## config.mk

```make
export PLATFORM = sky130hd
export DESIGN_NAME = bcd_updown_counter
export DESIGN_NICKNAME = d
export VERILOG_FILES = /design/src/rtl/bcd_updown_counter.sv
export SDC_FILE = /design/constraint.sdc
export NUM_CORES = 1
export LEC_CHECK = 0
export CAP_MARGIN = 20
export CORE_AREA = 2 2 39 41
export DETAILED_ROUTE_END_ITERATION = 16
export DIE_AREA = 0 0 41 43
export GPL_ROUTABILITY_DRIVEN = 0
export GPL_TIMING_DRIVEN = 0
export PLACE_DENSITY_LB_ADDON = 0.3
export SETUP_SLACK_MARGIN = 0.05
export SLEW_MARGIN = 10
export SYNTH_ARGS = -nofsm -noshare
export SYNTH_HDL_FRONTEND = slang
export SYNTH_SLANG_ARGS = --single-unit
```

## constraint.sdc

```tcl
create_clock -name clk -period 4.1 [get_ports clk]
set_input_delay 0.82 -clock clk [delete_from_list [all_inputs] [get_ports clk]]
set_output_delay 0.82 -clock clk [all_outputs]
set_load 0.01 [all_outputs]
```

## src/rtl/bcd_updown_counter.sv

```systemverilog
// bcd_updown_counter: prescaled BCD (0..9) up/down counter with clear, load and carry.
// Ports:
//   clk            rising-edge clock
//   rst_n          asynchronous active-low reset
//   en             count/prescale enable
//   up             direction, 1 = up, 0 = down
//   clr            synchronous clear (highest priority)
//   load           synchronous parallel load from D8..D1
//   D1,D2,D4,D8    load data, BCD weights 1/2/4/8
//   A1,A2,A4,A8    registered BCD count, weights 1/2/4/8
//   tc             combinational terminal count, high in the cycle a wrap step occurs
//   load_err       registered one-cycle pulse after a non-BCD load value
module bcd_updown_counter #(
    parameter int DIV = 1
) (
    input  logic clk,
    input  logic rst_n,
    input  logic en,
    input  logic up,
    input  logic clr,
    input  logic load,
    input  logic D1,
    input  logic D2,
    input  logic D4,
    input  logic D8,
    output logic A1,
    output logic A2,
    output logic A4,
    output logic A8,
    output logic tc,
    output logic load_err
);
    logic [3:0] count;
    logic [3:0] nxt;
    logic [3:0] d;
    logic       d_ok;
    logic       step;

    assign d    = {D8, D4, D2, D1};
    assign d_ok = d <= 4'd9;
    assign nxt  = up ? ((count == 4'd9) ? 4'd0 : count + 4'd1)
                     : ((count == 4'd0) ? 4'd9 : count - 4'd1);

    generate
        if (DIV == 1) begin : g_nopre
            assign step = en;
        end else begin : g_pre
            localparam int PW = $clog2(DIV);
            logic [PW-1:0] pre;
            always_ff @(posedge clk or negedge rst_n) begin
                if (!rst_n) pre <= '0;
                else if (clr || load) pre <= '0;
                else if (en) pre <= (pre == PW'(DIV - 1)) ? '0 : pre + 1'b1;
            end
            assign step = en && (pre == PW'(DIV - 1));
        end
    endgenerate

    always_ff @(posedge clk or negedge rst_n) begin
        if (!rst_n) begin
            count    <= 4'd0;
            load_err <= 1'b0;
        end else begin
            load_err <= !clr && load && !d_ok;
            if (clr) count <= 4'd0;
            else if (load) count <= d_ok ? d : 4'd0;
            else if (step) count <= nxt;
        end
    end

    // rst_n gates tc so it reads 0 while reset is held even though count==0
    assign tc = rst_n && step && !clr && !load && (up ? count == 4'd9 : count == 4'd0);

    assign {A8, A4, A2, A1} = count;
endmodule

```

==> results_dict.tcl <==
set metrics [dict create \
    io_buffers 14 \
    instances_no_fill 93 \
    firstDrtPassIters 4 \
    synth_compound_area_share_pct 26.5 \
    dp.cells 89 \
    asyncSetResetFlopFracSynth_pct 100 \
    die_h_um 43 \
    drt-total-wl_mm 1.09 \
    finalHoldViolCount 0 \
    area_growth_pct 38.3 \
    ir_drop_uv 256 \
    antenna_cells 0 \
    drc 0 \
    total_power_w 0.000178 \
    clk_path_buf_depth 2 \
    rsz0062_at_grt "false" \
    cts_setup_buffers 0 \
    fin_setup_tns_ps 0 \
    skew_ps 4.35 \
    drive_gt1_share_pct 7.79 \
    clockRootBuffer "clkbuf_4" \
    synth_edf_count 0 \
    ys_ff_latch 5 \
    synth_mux_area_share_pct 2.06 \
    start_kind "input pin" \
    ctsHoldBuffers 0 \
    synthXorXnorAreaFrac_pct 1.80 \
    ys_seq_area_share_pct 25.7 \
    p_leak_nw 0.279 \
    nets 92 \
    crit_path_end_kind "output port" \
    seq_area_sq_um 125 \
    cp.arrival_ps 2400 \
    min_period_ps 3220 \
    synth_ff_type "dfrtp_1" \
    netlist_area_sq_um 487 \
    cts_tree "yes" \
    timing.final.crit_share_pct 78.6 \
    antenna_found_initial 0 \
    setup-violations-final 0 \
    clock-sinks 5 \
    p_per_area_nw_per_um2 264 \
    start_util_pct 35.2 \
    postRouteAntennaNets 0 \
    rrSetupSlack_ps 2310 \
    core_sq_um 1380 \
    grt_pass1_vias 416 \
    synth_cell_types 30 \
    place_ws_ps 906 \
    outcome "finished, final reports clean" \
    h-tree-depth 1 \
    multiInputGateArea_sq_um 324 \
    vias 503 \
    fillerInstances 138 \
    syn_inst 59 \
    critical_path_class "in -> out" \
    hpwl_um 856 \
    drv_cap 0 \
    setup_ws_ps 878 \
    clkTransAtPathRegs_ps 40 \
    path_max_fanout 10 \
    cts_resized 0 \
    rows 14 \
    whs_ps 621 \
    grt_usage_pct 14.9 \
    syn_area_per_cell_sq_um 8.25 \
    syn_nets 73 \
    tightest_slew_ps 705 \
    wl_per_cell_um 11.7 \
    yosys.area_share.adder_pct 10.3 \
    grt_pass1_wl_mm 1.77 \
    required_ps 3280 \
    overflow 0 \
    pin_count 16 \
    grt_max_degree 11 \
    max_freq_mhz 310 \
    first_iter_violations 14 \
    maxSlewHeadroom_pct 52.7 \
    synthSimpleGateAreaFrac_pct 26.0 \
    hp-class "reg -> reg" \
    dieArea_sq_um 1760 \
    dieWidth_um 41 \
    ys_warn_count 0 \
    viasPerCell 5.41 \
    clk_latency_ps 240 \
    slew_viol_final 0 \
    synth_top_family_by_area "compound AO/OA/AOI/OAI gates" \
    cts_made_buffers 3 \
]
[Yosys cell counts, types with 2 or more instances]
cell type  number  share of area [%]
dfrtp_1         5                 26
nand2b_1        2                2.6
nor2_1          3                2.3
ha_1            4                 10
nor3_1          4                4.1
inv_1           5                3.9
nor2b_1         3                3.9
nand2_1         5                3.9
a31oi_1         4                5.1
a21oi_1         4                4.1
[kinds of logic after synthesis]
group | Yosys count
buf+inv | 7
compound gates | 18
fa+ha+maj | 4
xor+xnor | 1
mux | 1
simple gates | 23
flops | 5
[cell type report]
| class | count | area share (%) |
|---|---|---|
| multi-input cells | 47 | 48.1 |
| repair buffers | 14 | 20.8 |
| flip-flops and latches | 5 | 18.6 |
| clock buffers | 4 | 3.90 |
| well taps | 16 | 2.97 |
| plain buffers | 2 | 2.79 |
| inverters | 5 | 2.79 |
[registers in the layout, summed over array words and instances, names as in the netlist]
signal and flops:
count 4, load_err 1
[cells in the final DEF, fill, tap and decap left out, drive strengths merged]
| cell type | n |
|---|---|
| a21oi | 4 |
| xnor2 | 1 |
| o22ai | 1 |
| inv | 5 |
| a32oi | 1 |
| ha | 4 |
| o21a | 1 |
| a21boi | 1 |
| dfrtp | 5 |
| and3 | 1 |
| clkdlybuf4s50 | 14 |
| nor3b | 1 |
| nand2b | 2 |
| buf | 2 |
| mux2i | 1 |
| o21bai | 1 |
| a31oi | 4 |
| o31ai | 1 |
| nor3 | 4 |
| clkbuf | 4 |
| o21ai | 1 |
| or3b | 1 |
| nor2 | 3 |
| nor2b | 3 |
| nor4b | 1 |
| nand2 | 5 |
| nor4 | 1 |
| a221oi | 1 |
| o41ai | 2 |
| or2b | 1 |
[path summary, 6_finish.rpt]
kind                            cells after the start            startpoint                   end
min in group asynchronous                           1                 rst_n  count[2]$_DFFE_PN0P_
max in group asynchronous                           1                 rst_n  count[0]$_DFFE_PN0P_
worst max register to register                      6  count[0]$_DFFE_PN0P_  count[0]$_DFFE_PN0P_
worst min-delay path                                2  count[1]$_DFFE_PN0P_  count[1]$_DFFE_PN0P_
worst max-delay path                                4                  load                    tc
worst min register to register                      2  count[1]$_DFFE_PN0P_  count[1]$_DFFE_PN0P_
[metal layers]
layer  wire length (um)  track usage (%)  up-vias
met5                  0                0        -
met4                  0             7.33        0
met3                 82             4.71        0
met2                509             20.9       20
met1                498             19.9      229
li1                   -                -      254
[report_power, final]
part	total [W]	switching, W	leakage, nW	internal [W]
clock network	0.0000561	0.0000194	0.0150	0.0000367
logic	0.0000605	0.0000280	0.197	0.0000325
registers	0.0000610	0.00000755	0.0661	0.0000535
[critical path, cell delays in order]
cell	delay [ps]
clkdlybuf4s50_1	460
buf_4	190
nor4_1	330
clkdlybuf4s50_1	600
[through the flow]
step / area (sq um) / util (%)
global placement: 647 / 46.7
floorplan: 487 / -
CTS: 673 / 48.6
detailed placement: 647 / 46.7
global route: 673 / 48.6
finish: 673 / 48.6
Power figures use the tool's default switching activity.
